$ cat src/rtl/child_fanin_merger.sv
// Round-robin fan-in of NUM_CHILD valid/ready child streams into one registered
// output word, tagged with the index of the child that supplied it.
module child_fanin_merger #(
    parameter int NUM_CHILD = 5,
    parameter int DATA_W    = 16,
    parameter int SRC_W     = 3
) (
    input  logic                        clk,
    input  logic                        rst,
    input  logic [NUM_CHILD-1:0]        in_valid,
    input  logic [NUM_CHILD*DATA_W-1:0] in_data,
    output logic [NUM_CHILD-1:0]        in_ready,
    output logic                        out_valid,
    output logic [DATA_W-1:0]           out_data,
    output logic [SRC_W-1:0]            out_src,
    input  logic                        out_ready,
    output logic [15:0]                 word_count
);

    logic              r_valid;
    logic [DATA_W-1:0] r_data;
    logic [SRC_W-1:0]  r_src;
    logic [SRC_W-1:0]  r_ptr;
    logic [15:0]       r_count;

    logic              w_hi_any;
    logic              w_lo_any;
    logic [SRC_W-1:0]  w_hi;
    logic [SRC_W-1:0]  w_lo;
    logic              w_any;
    logic [SRC_W-1:0]  w_grant;
    logic              w_load;
    logic              w_take;
    logic [DATA_W-1:0] w_sel_data;
    logic [SRC_W-1:0]  w_next_ptr;

    // Lowest valid index at or above ptr wins; otherwise wrap to the lowest valid index.
    always_comb begin
        w_hi_any = 1'b0;
        w_lo_any = 1'b0;
        w_hi     = '0;
        w_lo     = '0;
        for (int j = NUM_CHILD - 1; j >= 0; j--) begin
            if (in_valid[j]) begin
                w_lo_any = 1'b1;
                w_lo     = SRC_W'(j);
                if (SRC_W'(j) >= r_ptr) begin
                    w_hi_any = 1'b1;
                    w_hi     = SRC_W'(j);
                end
            end
        end
        w_any   = w_lo_any;
        w_grant = w_hi_any ? w_hi : w_lo;
    end

    assign w_load = ~r_valid | out_ready;
    assign w_take = w_any & w_load & ~rst;

    always_comb begin
        in_ready   = '0;
        w_sel_data = '0;
        for (int j = 0; j < NUM_CHILD; j++) begin
            if (w_grant == SRC_W'(j)) begin
                in_ready[j] = w_take;
                w_sel_data  = in_data[j*DATA_W +: DATA_W];
            end
        end
    end

    assign w_next_ptr = (w_grant == SRC_W'(NUM_CHILD - 1)) ? '0 : w_grant + SRC_W'(1);

    always_ff @(posedge clk) begin
        if (rst) begin
            r_valid <= 1'b0;
            r_data  <= '0;
            r_src   <= '0;
            r_ptr   <= '0;
            r_count <= '0;
        end else if (w_take) begin
            r_valid <= 1'b1;
            r_data  <= w_sel_data;
            r_src   <= w_grant;
            r_ptr   <= w_next_ptr;
            r_count <= r_count + 16'd1;
        end else if (r_valid && out_ready) begin
            r_valid <= 1'b0;
        end
    end

    assign out_valid  = r_valid;
    assign out_data   = r_data;
    assign out_src    = r_src;
    assign word_count = r_count;

endmodule

$ cat config.mk
export PLATFORM = sky130hd
export DESIGN_NAME = child_fanin_merger
export DESIGN_NICKNAME = d
export VERILOG_FILES = /design/src/rtl/child_fanin_merger.sv
export SDC_FILE = /design/constraint.sdc
export NUM_CORES = 1
export LEC_CHECK = 0
export ABC_AREA = 1
export ABC_CLOCK_PERIOD_IN_PS = 5400
export CAP_MARGIN = 20
export CORE_ASPECT_RATIO = 1.75
export CORE_MARGIN = 3
export CORE_UTILIZATION = 40
export DETAILED_ROUTE_END_ITERATION = 6
export PLACE_DENSITY = 0.78
export RECOVER_POWER = 25
export SLEW_MARGIN = 20
export SYNTH_ARGS = -nofsm -noshare
export SYNTH_HDL_FRONTEND = slang
export SYNTH_SLANG_ARGS = --single-unit
$ cat constraint.sdc
create_clock -name clk -period 5.4 [get_ports clk]
set_clock_uncertainty 0.15 [all_clocks]
set_input_delay 0.54 -clock clk [delete_from_list [all_inputs] [get_ports clk]]
set_output_delay 0.54 -clock clk [all_outputs]
set_load 0.02 [all_outputs]
* Word level (Yosys, flattened, before mapping) *
Cells that the tools add are included.

cells by class
  $mul = 0
  reduce and logical (&&, ||, !) cells = 3
  equal/unequal tests = 4
  shifts and indexed selects = 0
  multiplexer cells = 44
  bitwise operators = 5
  order comparisons = 5
  add/subtract/negate cells = 2
  divide/modulo/power cells = 0

operators by type and width
  kind                                                                   number
  16-bit two-way mux                                                     5
  3-bit two-way mux                                                      17
  1-bit two-way mux                                                      22
  16-bit by 1-bit adder with 16-bit output, second input constant        1
  3-bit by 2-bit equality test with 1-bit output, second input constant  2
  1-bit by 3-bit >= comparator with 1-bit output, first input constant   2
  2-bit by 3-bit >= comparator with 1-bit output, first input constant   2
  3-bit by 1-bit adder with 3-bit output, second input constant          1
  3-bit by 1-bit equality test with 1-bit output, second input constant  1
  3-bit equality test, second input constant                             1
  3-bit >= comparator, first input constant                              1
  3-bit logical NOT                                                      1
  1-bit AND                                                              2
  1-bit inverter                                                         2
  2-bit nonzero test                                                     1
  1-bit logical AND                                                      1
  1-bit bitwise OR                                                       1

word-level totals
  ROM bits = 0
  flip-flop bits (word level) = 39
  word-level logic and storage cells = 68
  output and inout port bits = 41
  memories kept = 0
  latch bits = 0
  memory bits (writable) = 0

* Depth between registers and ports, before layout *
Gate-level depths: netlist of run 1.

  depth after elaboration = 18
  depth in mapped cells = 19

* Least setup slack after synthesis of run 1 *
OpenSTA, ideal clock, no wires.

  path kind = input-to-output
  start = in in_valid[0]
  end = out in_ready[0]
  cell stages on the path = 13
  required time = 4710 ps
  slack = 2391 ps
  data arrival time = 2319 ps
  cells stage by stage = inv_1 -> nor3_2 -> nor2_2 -> o21ai_0 -> inv_1 -> nand3b_1 -> nand2_1 -> inv_1 -> ha_1 -> clkbuf_1 -> buf_1 -> nand2_1 -> nor2_1

between the ends
  word-level cells in the longest chain between the ends = 4
  elaborated cells between the ends (all ways) = 9
  classes of those cells = mux: 6; bitwise: 2; reduce/logical: 1

ends and longest elaborated chain
  item                                                    RTL line  source
  start, declared                                         10        input logic [NUM_CHILD-1:0] in_valid,
  3-bit two-way mux or 1-bit two-way mux (tied branches)  44        if (in_valid[j]) begin
  3-bit two-way mux *                                     54        w_grant = w_hi_any ? w_hi : w_lo;
  via w_grant[1]                                          31        logic [SRC_W-1:0] w_grant;
  3-bit logical NOT *                                     64        if (w_grant == SRC_W'(j)) begin
  1-bit two-way mux *                                     64
  end, declared                                           12        output logic [NUM_CHILD-1:0] in_ready,

The timed path passes the listed nets; every way through them passes the cells marked *.

* Final worst setup path of run 1 *
  start = in in_valid[1]
  end = out in_ready[4]

between the ends
  word-level cells in the longest chain between the ends = 6
  elaborated cells between the ends (all ways) = 15
  classes of those cells = eq/ne: 1; mux: 12; bitwise: 2

ends and longest elaborated chain
  item                                                    RTL line  source
  3-bit two-way mux or 1-bit two-way mux (tied branches)  44
  3-bit two-way mux or 1-bit two-way mux (tied branches)  47        if (SRC_W'(j) >= r_ptr) begin
  3-bit two-way mux or 1-bit two-way mux (tied branches)  44
  3-bit two-way mux *                                     54
  via w_grant[1]                                          31
  3-bit equality test *                                   64
  1-bit two-way mux *                                     64

Marked as above.

==> impl_metrics.ini, run 1 <==
[synth]
syn_area_um2 = 2830
yosysSeqAreaShare_pct = 27.6
yosys_warnings = 0
synth_area_leaders = dfxtp_1 28%, nand3_1 19%, nand2_1 12%
synth_seq_cells = 39
ys_types = 35
postSynthAreaPerCell_um2 = 6.16
syn-instance-count = 459
netlist.area_leader.share_pct = 27.6
synth-main-ff-cell = dfxtp_1
synth_edf_count = 0
synth_fp_nets = 553
synthArstFlopShare_pct = 0
post-synth-top-area-cell = dfxtp_1

[sta]
slew_headroom_pct = 38.5
tns_ns = 0
worst_pin_slew_ns = 0.921
finalHoldViolations = 0
rsz0062_at_grt = false
fmax_mhz = 237
timing.final.ws_setup_ns = 1.19
setup_violations = 0
period_share_pct = 78.0
period_minus_slack_ns = 4.21
report.final.slew_viol_count = 0

[clock_network]
numCtsBuffers = 5
clock_sinks = 39
ctsResizeCount = 0
clkLatencyLatePin_ns = 0.28
cts_buffer_depth = 2
hold_buffers = 0
tritoncts = done
clk_pin_slew_ns = 0.06
cts_root_buf = clkbuf_16
post_cts_buffers = 0
htreeDepth = 2

[detailed_routing]
routed_wirelength_um = 8280
via_per_inst = 5.00
drt_iter0_drc = 142
vias = 3273
drt_first_pass_iters = 5
wl_per_cell_um = 12.7
route.detailed.drc = 0
ant_nets = 0

[place]
place_ws_ns = 1.23
port_buffers = 128
gp_congestion = 0.816
dpl.hpwl_um = 6610

[worst_hold_path]
hold_path_class = reg2reg

[power_and_ir_drop]
seq_power_share_pct = 30.1
pwr-share-clk_pct = 28.7
p_int_uw = 757
netSwitchingFraction_pct = 34.8
p_switching_uw = 403
total_power_uw = 1160
cellLeakagePower_uw = 0.00193
combPwrFrac_pct = 41.2
irDropWorstVdd_mv = 0.163
power_density_nw_per_um2 = 273

[critical_path]
setup.worst_path.start_class = primary input
r2r_slack_ns = 2.46
reg2reg_to = out_data[5]
cp-end-kind = output port
reg2reg_depth = 17
worstSetupStartpoint = in_valid[1]
rr_startpoint = r_ptr[2]
crit_end = in_ready[4]
cp.required_ns = 4.71
arrival_ns = 3.52
worstSetupPathType = in2out
crit_fanout = 29

[global_routing]
grt_max_degree = 38
antenna_found_initial = 0
grt_pass1_wl_um = 13600
grt.total_usage_pct = 20.4
overflow = 0
grt_pass1_vias = 3237

[die]
die_w_um = 69.6
dieArea_um2 = 8150
start_util_pct = 42.3
core.rowCount = 39
boundaryPins = 129
die_h_um = 117
core_area_um2 = 6690

[layout]
areaGrowthSynthToFinish_pct = 50.6
drive_above_1_share_pct = 8.57
fin_nets = 665
antenna_cells = 0
fill_cells = 632

[job]
maxCapViolCount = 0

[run_status]
status = complete, no violations
## stage by stage
stage               area, um2  utilization (%)  cells  hold WS (ns)
floorplan                2830                -    459         0.320
global placement         4090             61.2    646         0.310
finish                   4260             63.7    654         0.316
global route             4260             63.7    654         0.346
detailed placement       4090             61.2    646         0.314
CTS                      4260             63.7    654         0.324
## layer usage
layer / GRT usage (%) / part of all wire, % / up-vias
met1: 19.5 / 36 / 1458
li1: - / - / 1690
met2: 41.3 / 55 / 109
met4: 9.00 / 2.5 / 0
met5: 0 / 0 / -
met3: 4.02 / 6.4 / 16
## power by group through the flow
stage               clock network [uW]  registers (uW)  logic [uW]
CTS                                340             350         491
global placement                     0             355         479
detailed placement                   0             357         488
global route                       353             353         535
finish                             334             349         478
floorplan                            0             394         265
## logic make-up (layout without fill, tap and decap cells)
logic type	after synthesis	count (layout)	synth area share, %
and+or+nand+nor	285	285	47.1
buffers and inverters	85	198	13.1
AOI/OAI and AO/OA	42	42	8.89
DFF	39	39	27.6
adders and majority gates	6	6	2.65
xor gates and xnor gates	2	2	0.620
## placed cells by master, fill, tap and decap left out, types with 2 or more instances in the layout
cell	instances
o21ai_0	8
nand2_4	2
clkbuf_16	5
dfxtp_1	39
a21oi_1	21
clkinv_2	2
nor3_1	4
nand2_1	91
or2_0	12
nor2_1	40
o21a_1	2
ha_1	6
nor2_2	5
dlygate4sd3_1	20
or2_2	14
inv_1	53
inv_2	4
buf_4	4
clkdlybuf4s50_1	108
nand4_1	3
a21oi_2	7
nand2_2	2
nand3_1	107
## synthesized netlist by cell type, types with 3 or more instances
library cell,instances
nand3_1,107
nand2_1,91
inv_1,53
nor2_1,40
dfxtp_1,39
a21oi_1,21
or2_2,14
or2_0,12
buf_2,10
clkbuf_1,10
o21ai_0,8
a21oi_2,7
ha_1,6
nor2_2,5
buf_6,4
inv_2,4
nor3_1,4
nand4_1,3
## sequential cells by signal, summed over array words and instances, names as in the netlist
name	count
out_src	3
r_ptr	3
out_valid	1
word_count	16
out_data	16
## worst min-delay path by stage
stage / start / to / slack, ns / cells after the start
floorplan: r_ptr[1] / r_ptr[1] / 0.32 / 2
global placement: out_data[14] / out_data[14] / 0.31 / 2
detailed placement: out_src[2] / out_src[2] / 0.31 / 2
CTS: out_src[2] / out_src[2] / 0.32 / 2
global route: out_src[2] / out_src[2] / 0.35 / 2
finish: out_data[15] / out_data[15] / 0.32 / 2
## worst max-delay path, stage by stage
cell and delay [ns]:
dlygate4sd3_1 0.58, nand2_2 0.09, nand3_1 0.11, nor2_2 0.06
o21ai_0 0.13, inv_1 0.07, nand3b_1 0.08, nand2_1 0.12
inv_1 0.13, ha_1 0.16, buf_4 0.23, nand2_2 0.32
nor2_1 0.25, clkdlybuf4s50_1 0.65
## cell type report
| cell class | instances | area, um2 | share of cell area (%) |
|---|---|---|---|
| multi-input cells | 335 | 1680 | 39.4 |
| repair buffers | 132 | 1310 | 30.8 |
| flip-flops and latches | 39 | 781 | 18.3 |
| inverters | 58 | 219 | 5.14 |
| clock buffers | 5 | 125 | 2.94 |
| well taps | 82 | 103 | 2.41 |
| clock inverters | 3 | 43.8 | 1.03 |
No activity file was read; power rests on OpenSTA's default activity.
==> run 2, diff against run 1 <==
- ABC_CLOCK_PERIOD_IN_PS: 5400 -> 3700
- CORE_UTILIZATION: 40 -> 38
- PLACE_DENSITY: 0.78 -> 0.77
- clock period: 5.4 -> 3.7 ns (I/O delays scaled with it)
==> impl_metrics.ini, run 2 (same netlist as run 1, synthesis figures left out) <==
[layout]
areaGrowthSynthToFinish_pct = 51.8
fill_cells = 727
instances_no_fill = 662
antenna_cells = 0
drive_above_1_share_pct = 9.03
seqCellArea_um2 = 781
fin_nets = 670
layout_commonest_cell = clkdlybuf4s50_1
final_cell_mix = 108 x clkdlybuf4s50_1, 107 x nand3_1, 91 x nand2_1
multi_input_area_um2 = 1680

[global_routing]
grt_max_degree = 38
antenna_found_initial = 0
grt.total_usage_pct = 20.5
grt_pass1_vias = 3205
grt_pass1_wl_um = 14300
overflow = 0

[detailed_routing]
via_per_inst = 4.91
route.detailed.drc = 0
drt_first_pass_iters = 4
wl_per_cell_um = 12.9
drt_iter0_drc = 184
ant_nets = 0
vias = 3252
routed_wirelength_um = 8540

[clock_network]
clkLatencyLatePin_ns = 0.28
post_cts_buffers = 0
numCtsBuffers = 5
ctsResizeCount = 0
hold_buffers = 0
clk_pin_slew_ns = 0.05
htreeDepth = 2
tritoncts = done
clock_sinks = 39
cts_root_buf = clkbuf_16
cts_buffer_depth = 2

[sta]
period_minus_slack_ns = 3.44
holdWs_ns = 0.311
slew_headroom_pct = 69.6
rsz0062_at_grt = false
fmax_mhz = 290
tns_ns = 0
period_share_pct = 93.1
worst_pin_slew_ns = 0.456
finalHoldViolations = 0
setup_violations = 0
report.final.slew_viol_count = 0

[worst_hold_path]
hold_path_class = reg2reg
hold_start = out_src[2]
min_to = out_src[2]
hold_path_depth = 2

[power_and_ir_drop]
cellLeakagePower_uw = 0.00195
irDropWorstVdd_mv = 0.199
power_density_nw_per_um2 = 395

[critical_path]
crit_fanout = 28
reg2reg_to = out_data[1]
reg2reg_depth = 18
cp-end-kind = output port
cp.required_ns = 3.18
worstSetupPathType = in2out
arrival_ns = 2.92
rr_startpoint = r_ptr[2]
setup.worst_path.start_class = primary input
r2r_slack_ns = 0.95

[die]
core_area_um2 = 7230
die_h_um = 120
start_util_pct = 39.1
core.rowCount = 41
die_w_um = 71.2
boundaryPins = 129
dieArea_um2 = 8550

[place]
port_buffers = 128
placed_cells = 655
dpl.hpwl_um = 6980
gp_congestion = 0.814

[job]
maxCapViolCount = 0

[run_status]
status = complete, no violations
[run 2: cell types whose count changed in the layout (fill, tap and decap cells not counted), sizes merged]
cell,previous run,this run
clkinv,3,1
buf,4,9
clkbuf,5,6
[run 2: layout make-up]
cell class | instances | area share [%]
multi-input cells | 335 | 39.1
repair buffers | 137 | 31.4
flip-flops and latches | 39 | 18.2
inverters | 58 | 5.10
clock buffers | 6 | 3.00
well taps | 86 | 2.51
clock inverters | 1 | 0.700
[run 2: how the worst max path moves through the flow]
stage,slack [ns],cells past startpoint,to,from
3_5_place_dp,0.30,13,in_ready[4],in_valid[0]
4_1_cts,0.30,13,in_ready[4],in_valid[0]
5_1_grt,0.04,12,in_ready[2],in_valid[1]
6_report,0.26,12,in_ready[2],in_valid[1]
3_3_place_gp,0.42,13,in_ready[4],in_valid[0]
2_1_floorplan,1.03,13,in_ready[0],in_valid[0]
[run 2: power breakdown]
part / internal (uW) / total (uW) / switching, uW
combinational: 319 / 712 / 392
clock: 314 / 472 / 158
sequential: 476 / 510 / 34.7
total: 1110 / 1690 / 585
[run 2: layer usage]
| metal | up-vias | part of all wire [%] | track usage (%) |
|---|---|---|---|
| met5 | - | 0 | 0 |
| met4 | 0 | 3.5 | 9.76 |
| met3 | 20 | 5.3 | 3.52 |
| met2 | 102 | 55 | 37.4 |
| met1 | 1435 | 36 | 22.0 |
| li1 | 1695 | - | - |
[run 2: metrics by stage]
| step | area [um2] | total power [uW] | util, % | worst slack, ns |
|---|---|---|---|---|
| 2_1_floorplan | 2830 | 962 | - | 1.03 |
| 3_3_place_gp | 4130 | 1230 | 57.1 | 0.425 |
| 3_5_place_dp | 4130 | 1250 | 57.1 | 0.300 |
| 4_1_cts | 4290 | 1730 | 59.3 | 0.299 |
| 5_1_grt | 4290 | 1800 | 59.3 | 0.0390 |
| 6_report | 4290 | 1690 | 59.3 | 0.256 |
[run 2: worst max-delay path: stages]
cell and delay (ns):
dlygate4sd3_1 0.58, nand2_2 0.11, nand3_1 0.10, nor2_2 0.15, o21ai_0 0.15, inv_1 0.08
nand3b_1 0.07, nand2_1 0.15, ha_1 0.22, nand2_4 0.17, nor2_1 0.15, clkdlybuf4s50_1 0.62
